==> config.mk <==
export PLATFORM = sky130hd
export DESIGN_NAME = val2_shift_sequencer_flat
export DESIGN_NICKNAME = d
export VERILOG_FILES = /design/src/rtl/val2_shift_sequencer_pkg.sv /design/src/rtl/val2_shift_sequencer_if.sv /design/src/rtl/val2_shift_sequencer_step_shifter.sv /design/src/rtl/val2_shift_sequencer.sv /design/src/flat_wrapper.sv
export SDC_FILE = /design/constraint.sdc
export NUM_CORES = 1
export LEC_CHECK = 0
export BUFFER_PORTS_ARGS = -buffer_cell sky130_fd_sc_hd__buf_4
export CORE_MARGIN = 2
export CORE_UTILIZATION = 50
export DETAILED_ROUTE_END_ITERATION = 7
export GPL_ROUTABILITY_DRIVEN = 0
export GPL_TIMING_DRIVEN = 0
export PLACE_DENSITY = 0.74
export SLEW_MARGIN = 25
export SYNTH_ARGS = -nofsm -noshare
export SYNTH_HDL_FRONTEND = slang
export SYNTH_SLANG_ARGS = --single-unit
==> constraint.sdc <==
create_clock -name clk -period 3 [get_ports clk]
set_input_delay 0.3 -clock clk [delete_from_list [all_inputs] [get_ports clk]]
set_output_delay 0.3 -clock clk [all_outputs]
set_load 0.02 [all_outputs]
==> src/rtl/val2_shift_sequencer_pkg.sv <==
// Shared types and shifter-operand field positions for the Val2 shift sequencer.
package val2_seq_pkg;

  typedef enum logic [1:0] {IDLE, SHIFT, DONE} state_e;

  typedef enum logic [1:0] {
    LSL = 2'b00,
    LSR = 2'b01,
    ASR = 2'b10,
    ROR = 2'b11
  } shift_op_e;

  localparam int SH_AMT_HI = 11;
  localparam int SH_AMT_LO = 7;
  localparam int SH_OP_HI  = 6;
  localparam int SH_OP_LO  = 5;
  localparam int ROT_HI    = 11;
  localparam int ROT_LO    = 8;
  localparam int IMM8_HI   = 7;
  localparam int IMM8_LO   = 0;

  // Positions to shift this cycle: the remaining count, capped at the per-cycle width.
  function automatic logic [3:0] step_amt(input logic [4:0] cnt, input logic [4:0] spc);
    if (cnt > spc) return spc[3:0];
    else           return cnt[3:0];
  endfunction

endpackage

==> src/rtl/val2_shift_sequencer_if.sv <==
// Request/response bundle between the EXE pipeline and the Val2 sequencer.
interface val2_shift_sequencer_if;
  logic        flush;
  logic        req_valid;
  logic        req_ready;
  logic [31:0] val_Rm_in;
  logic        imm;
  logic        mem_en;
  logic [11:0] shift_oprand;
  logic        resp_valid;
  logic        resp_ready;
  logic [31:0] val2_out;
  logic        busy;

  modport master (
    output flush, req_valid, val_Rm_in, imm, mem_en, shift_oprand, resp_ready,
    input  req_ready, resp_valid, val2_out, busy
  );

  modport slave (
    input  flush, req_valid, val_Rm_in, imm, mem_en, shift_oprand, resp_ready,
    output req_ready, resp_valid, val2_out, busy
  );
endinterface

==> src/rtl/val2_shift_sequencer_step_shifter.sv <==
// One iteration of the shifter: moves data by at most a few bit positions.
module val2_step_shifter
  import val2_seq_pkg::*;
(
  input  shift_op_e   i_op,
  input  logic [31:0] i_data,
  input  logic [3:0]  i_amount,
  output logic [31:0] o_data
);

  logic [5:0] w_rot_back;
  assign w_rot_back = 6'd32 - {2'b00, i_amount};

  always_comb begin
    o_data = i_data;
    case (i_op)
      LSL: o_data = i_data << i_amount;
      LSR: o_data = i_data >> i_amount;
      ASR: o_data = $signed(i_data) >>> i_amount;
      // amount 0 shifts the wrap term by 32, which yields zero, so ROR 0 is identity
      ROR: o_data = (i_data >> i_amount) | (i_data << w_rot_back);
      default: o_data = i_data;
    endcase
  end

endmodule

==> src/rtl/val2_shift_sequencer.sv <==
// Handshaked Val2 generator: captures an operand, iterates a small step shifter, holds the result.
module val2_shift_sequencer
  import val2_seq_pkg::*;
#(
  parameter int SHIFT_PER_CYCLE = 1
) (
  input logic clk,
  input logic rst_n,
  val2_shift_sequencer_if.slave bus
);

  localparam logic [4:0] SPC = 5'(SHIFT_PER_CYCLE);

  state_e      r_state, w_state_nxt;
  logic [31:0] r_data, w_data_nxt;
  logic [4:0]  r_count, w_count_nxt;
  shift_op_e   r_op, w_op_nxt;
  logic [31:0] r_val2;
  logic [3:0]  w_step;
  logic [31:0] w_step_data;
  logic        w_accept;

  assign w_step = step_amt(r_count, SPC);

  val2_step_shifter u_step (
    .i_op     (r_op),
    .i_data   (r_data),
    .i_amount (w_step),
    .o_data   (w_step_data)
  );

  always_comb begin
    w_state_nxt = r_state;
    w_data_nxt  = r_data;
    w_count_nxt = r_count;
    w_op_nxt    = r_op;
    w_accept    = bus.req_valid && (r_state == IDLE) && !bus.flush;
    case (r_state)
      IDLE: begin
        if (w_accept) begin
          if (bus.mem_en) begin
            w_data_nxt  = {20'b0, bus.shift_oprand};
            w_count_nxt = 5'd0;
            w_op_nxt    = LSL;
          end else if (bus.imm) begin
            w_data_nxt  = {24'b0, bus.shift_oprand[IMM8_HI:IMM8_LO]};
            w_count_nxt = {bus.shift_oprand[ROT_HI:ROT_LO], 1'b0};
            w_op_nxt    = ROR;
          end else begin
            w_data_nxt  = bus.val_Rm_in;
            w_count_nxt = bus.shift_oprand[SH_AMT_HI:SH_AMT_LO];
            w_op_nxt    = shift_op_e'(bus.shift_oprand[SH_OP_HI:SH_OP_LO]);
          end
          w_state_nxt = (w_count_nxt == 5'd0) ? DONE : SHIFT;
        end
      end
      SHIFT: begin
        w_data_nxt  = w_step_data;
        w_count_nxt = r_count - {1'b0, w_step};
        if (w_count_nxt == 5'd0) w_state_nxt = DONE;
      end
      DONE: begin
        if (bus.resp_ready) w_state_nxt = IDLE;
      end
      default: w_state_nxt = IDLE;
    endcase
    if (bus.flush) w_state_nxt = IDLE;
  end

  always_ff @(posedge clk or negedge rst_n) begin
    if (!rst_n) begin
      r_state <= IDLE;
      r_data  <= '0;
      r_count <= '0;
      r_op    <= LSL;
      r_val2  <= '0;
    end else begin
      r_state <= w_state_nxt;
      r_data  <= w_data_nxt;
      r_count <= w_count_nxt;
      r_op    <= w_op_nxt;
      // result latches only on entry to DONE, so a flush leaves the last value visible
      if (w_state_nxt == DONE && r_state != DONE) r_val2 <= w_data_nxt;
    end
  end

  assign bus.req_ready  = (r_state == IDLE);
  assign bus.resp_valid = (r_state == DONE);
  assign bus.busy       = (r_state != IDLE);
  assign bus.val2_out   = r_val2;

endmodule
==> src/flat_wrapper.sv <==
// flat-port wrapper written by rule: the top's interface ports become plain ports
module val2_shift_sequencer_flat import val2_seq_pkg::*;
#(
  parameter int SHIFT_PER_CYCLE = 1
)
  (clk, rst_n, bus_flush, bus_req_valid, bus_val_Rm_in, bus_imm, bus_mem_en, bus_shift_oprand, bus_resp_ready, bus_req_ready, bus_resp_valid, bus_val2_out, bus_busy);
  val2_shift_sequencer_if bus_i ();
  input logic clk;
  input logic rst_n;
  input wire logic [$bits(bus_i.flush)-1:0] bus_flush;
  input wire logic [$bits(bus_i.req_valid)-1:0] bus_req_valid;
  input wire logic [$bits(bus_i.val_Rm_in)-1:0] bus_val_Rm_in;
  input wire logic [$bits(bus_i.imm)-1:0] bus_imm;
  input wire logic [$bits(bus_i.mem_en)-1:0] bus_mem_en;
  input wire logic [$bits(bus_i.shift_oprand)-1:0] bus_shift_oprand;
  input wire logic [$bits(bus_i.resp_ready)-1:0] bus_resp_ready;
  output wire logic [$bits(bus_i.req_ready)-1:0] bus_req_ready;
  output wire logic [$bits(bus_i.resp_valid)-1:0] bus_resp_valid;
  output wire logic [$bits(bus_i.val2_out)-1:0] bus_val2_out;
  output wire logic [$bits(bus_i.busy)-1:0] bus_busy;
  assign bus_i.flush = bus_flush;
  assign bus_i.req_valid = bus_req_valid;
  assign bus_i.val_Rm_in = bus_val_Rm_in;
  assign bus_i.imm = bus_imm;
  assign bus_i.mem_en = bus_mem_en;
  assign bus_i.shift_oprand = bus_shift_oprand;
  assign bus_i.resp_ready = bus_resp_ready;
  assign bus_req_ready = bus_i.req_ready;
  assign bus_resp_valid = bus_i.resp_valid;
  assign bus_val2_out = bus_i.val2_out;
  assign bus_busy = bus_i.busy;
  val2_shift_sequencer #(.SHIFT_PER_CYCLE(SHIFT_PER_CYCLE)) u_core (.clk(clk), .rst_n(rst_n), .bus(bus_i));
endmodule
After elaboration in Yosys (flattened, before gate mapping)
Cells that the tools add are included.

storage, ports and cells
  flip-flop bits (word level) = 73
  latch bits = 0
  memory bits (writable) = 0
  bits in read-only memories = 0
  input port bits = 51
  output and inout bits = 35
  memories kept = 0

cells by class
  add/sub/neg operators = 2
  multipliers = 0
  div/mod/pow operators = 0
  order comparisons = 1
  equal/unequal tests = 8
  shift operators = 4
  multiplexer cells = 20
  bitwise operators = 1
  reductions and logical operators = 12

operator list
  cell                                                   number
  one-hot mux 32 bit (4 select lines)                    1
  2-to-1 mux 32 bit                                      3
  one-hot mux 32 bit (2 select lines)                    1
  OR 32 bit                                              1
  << shifter 32 x 4 -> 32 bit                            1
  << shifter 32 x 6 -> 32 bit                            1
  >> shifter 32 x 4 -> 32 bit                            1
  >>> shifter 32 x 4 -> 32 bit                           1
  2-to-1 mux 5 bit                                       4
  2-to-1 mux 2 bit                                       7
  zero test 5 bit                                        2
  one-hot mux 5 bit (2 select lines)                     1
  == test 2 bit, second input constant                   4
  one-hot mux 2 bit (3 select lines)                     1
  subtractor 6 x 4 -> 6 bit, first input constant        1
  > comparator 5 x 1 -> 1 bit, second input constant     1
  subtractor 5 x 4 -> 5 bit                              1
  == test 2 x 1 -> 1 bit, second input constant          2
  zero test 2 bit                                        2
  2-to-1 mux 4 bit                                       1
  AND reduction 2 bit                                    2
  nonzero test 2 bit                                     2
  logical AND 1 bit                                      3
  inequality test 2 x 1 -> 1 bit, second input constant  1
  other kinds (3)                                        3

Depth between registers and ports, before layout
  depth after elaboration = 12
  mapped depth = 12

Modules after synthesis
From an unflattened synthesis, not the netlist that was laid out.

unflattened totals
  cell total of the unflattened synthesis = 998
  area, all modules = 8473.1 um^2

by module, submodules not included
  module                times used  cells an instance  area an instance (um^2)  seq. area each (um^2)
  val2_step_shifter     1           682                4983.5                   0.0
  val2_shift_sequencer  1           316                3489.6                   1826.8

Worst setup path before layout
Ideal clock, no wire load.

  kind = reg-to-reg
  start = register u_core.r_count[3]
  end = register u_core.r_val2[22] (netlist: u_core.bus.val2_out[22])
  data arrival time = 2718 ps
  data required time = 2872 ps
  slack = 155 ps
  cell stages (with the launch flop) = 11
  buffers on the path = 2
  period minus slack after synthesis = 2845 ps
  cells stage by stage = dfrtp_1 or2_2 buf_4 or3_1 nand2b_1 ha_1 a211oi_2 nand3_1 a311oi_4 buf_6 mux2_1

on the way
  longest elaborated chain between the ends = 9
  elaborated cells on any way between the ends = 17

RTL lines
  what                                                               line                        text
  from (decl)                                                        val2_shift_sequencer.sv:16  logic [4:0] r_count, w_count_nxt;
  from (signal assigned)                                             val2_shift_sequencer.sv:80  r_count <= w_count_nxt;
  branches (longest 9 deep; another with subtractor 6 x 4 -> 6 bit)  -
  to (signal assigned)                                               val2_shift_sequencer.sv:83  if (w_state_nxt == DONE && r_state != DONE) r_val2 <= w_data_nxt;
  to (decl)                                                          val2_shift_sequencer.sv:18  logic [31:0] r_val2;

Several ways; the timed one is not identified.
A chain may end at the register's enable or synchronous reset.

Final worst setup path
  start = register u_core.r_count[3]
  end = register u_core.r_val2[7] (netlist: u_core.bus.val2_out[7])

Same word-level chain as after synthesis.

==> metrics.cfg <==
[setup_path]
crit_family=simple AND/OR/NAND/NOR gates
end_kind=register
cp_slowest_cell=dfrtp_1
slowest_delay_ns=0.41
cp.arrival_ns=3.16
worst_setup_path_start_kind=register
required_ns=3.24
crit_type=register to register
path_max_fanout=5
crit_chain=or2_4, or3_4, nand2b_4, ha_2, a211oi_4, nand3_2, a311oi_4, buf_6, bufbuf_16, mux2_1
critPathBufInv=2

[job]
drv_cap=0

[synth]
synth_compound_gate_area_share=0.214
yosys-top-cells-area=dfrtp_1 (43%), mux2_1 (6.8%), mux2i_1 (5.6%), a221o_1 (3.5%), mux2_2 (2.9%)
yosys_warnings=0
avgSynthCellArea_sq_um=10.6
ys_seq_area_frac=0.426
synthFlopType=dfrtp_1
synth_top_area_cell=dfrtp_1
synth_top_area_share=0.426
ys_seq_elements=73
synth_xor_area_frac=0
ys_top_cells_by_count=dfrtp_1 (73), nor2_1 (30), mux2_1 (26)
synth_area_sq_mm=0.00428
muxShareOfSynthArea=0.186
syn-instance-count=406
synth_fa_ha_area_frac=0.00584
synth-edff-count=0
yosys.area_share.simple=0.117
yosys.cell_count.top_type=dfrtp_1
yosysUniqueCellTypes=60
syn_nets=459
async_flop_share=1.00
synth_top_family_by_area=compound AO/OA/AOI/OAI gates

[die]
die_x_um=96.6
die_h_um=96.6
rows=33
pin_count=86
core_sq_mm=0.00826
initial_core_util=0.519
die_area_sq_mm=0.00932

[routing]
drc=0
wl_per_cell_um=19.6
ant_nets=0
firstDrtPassIters=6
viasPerCell=6.24
drtIter0Drc=346
wl_um=12200
num_vias=3888

[layout]
fillCellCount=678
final_cells=623
nets=567
diodes=0
syn2layout_area_growth_pct=27.0
drive_gt1_frac=0.330

[pwr]
p_total_mw=5.29
p_per_area_mw_per_mm2=972
vdd_ir_drop_max_v=0.000494
p_leak_nw=2.55

[timing]
clock_skew_ns=0.00992
period_share=0.974
maxSlewHeadroom=0.342
hold_viol=0
final_max_slew_viol_count=0
min_period_ns=2.92
tightest_slew_ns=0.985
max_freq_mhz=342
setup_viol=0

[clock_tree]
path_clk_slew_ns=0.07
insertion_delay_ns=0.35
htree_levels=3
clockBufferDepth=2
cts.sinks=73
cts_made_buffers=9
holdBufCountCts=0
cts_tree=done
ctsRootBufferMaster=clkbuf_8

[global_routing]
grtUsageTotal=0.275
grt_max_degree=74
grt_antenna_before_repair=0
grt_pass1_wl_um=19400
grt_pass1_vias=3832
gr-total-overflow=0

[place]
io_buffers=85
hpwl_um=8450
dpl.cell_count=596

[hold_path]
worstHoldPathType=input port to async pin

[outcome]
outcome=complete, no violations

state kept, by name, summed over array words and instances (netlist names):
name	count
u_core.bus.val2_out	32
u_core.r_data	32
u_core.r_count	5
u_core.r_op	2
u_core.r_state	2
layer usage:
| metal | part of all wire | track usage | up-vias |
|---|---|---|---|
| li1 | - | - | 1760 |
| met1 | 0.42 | 0.372 | 1900 |
| met2 | 0.48 | 0.434 | 191 |
| met3 | 0.068 | 0.0403 | 37 |
| met4 | 0.031 | 0.131 | 0 |
| met5 | 0 | 0 | - |
stage by stage:
stage	TNS (ns)	instance area (sq um)	util	worst slack [ns]	hold WS (ns)
floorplan	0	4280	-	0.155	0.00441
CTS	0	5370	0.650	0.0252	0.103
finish	0	5440	0.659	0.0774	0.0528
global route	-0.0174	5440	0.659	-0.00826	0.122
detailed placement	-6.41	5050	0.612	-0.238	0.476
global placement	-5.99	5050	0.612	-0.223	0.468
layout by cell type (no fill, tap or decap), drive strengths merged, types with 2 or more instances in the layout:
cell type / instances
a211oi: 10
a22o: 5
buf: 119
dfrtp: 73
and3: 2
o22ai: 8
clkinv: 3
nand2: 22
a21o: 9
mux2: 40
nand2b: 6
a311oi: 2
o221ai: 7
a211o: 3
nand3: 5
nor4: 6
a31oi: 6
o21ai: 16
o21bai: 2
nor3: 16
clkinvlp: 2
clkbuf: 19
ha: 2
a22oi: 12
a21oi: 13
nor2b: 3
a221o: 15
mux4: 4
inv: 9
nor2: 30
or2: 4
o31ai: 3
mux2i: 24
or3: 2
worst paths after layout:
path	from	endpoint	slack, ns	cells after the start
setup / recovery	u_core.r_count[3]	u_core.bus.val2_out[7]	0.08	10
hold / removal	rst_n	u_core.bus.val2_out[4]	0.05	1
setup reg to reg	u_core.r_count[3]	u_core.bus.val2_out[7]	0.08	10
hold reg to reg	u_core.bus.val2_out[4]	u_core.bus.val2_out[4]	0.49	1
max in group asynchronous	rst_n	u_core.r_data[1]	2.33	1
min in group clk	bus_flush	u_core.r_state[0]	0.13	2
what timing repair did:
item | in CTS | in global routing
buffers inserted | 9 | 4
pin swaps | 5 | 4
gates cloned | 1 | 0
gates resized for setup | 12 | 13
endpoints found under the setup margin | 33 | 30
cell type report:
type                    count  area (sq um)  share of cell area
clock buffers               9           124              0.0228
clock inverters             6          60.1              0.0110
multi-input cells         291          2300               0.423
well taps                 105           131              0.0242
inverters                   9          38.8             0.00713
flip-flops and latches     73          1830               0.336
repair buffers             99           772               0.142
plain buffers              31           188              0.0345
kinds of logic after synthesis:
logic type,Yosys count
flops,73
mux,68
buf+inv,42
compound gates,120
fa+ha+maj,2
simple gates,100
other cells,1
power by group:
part           internal, mW  total, mW  switching [mW]  leakage (nW)
Clock                 0.375      0.748           0.373        0.0909
Combinational          1.31       2.80            1.49          1.51
Sequential             1.36       1.74           0.383         0.950
Power figures use the tool's default switching activity.
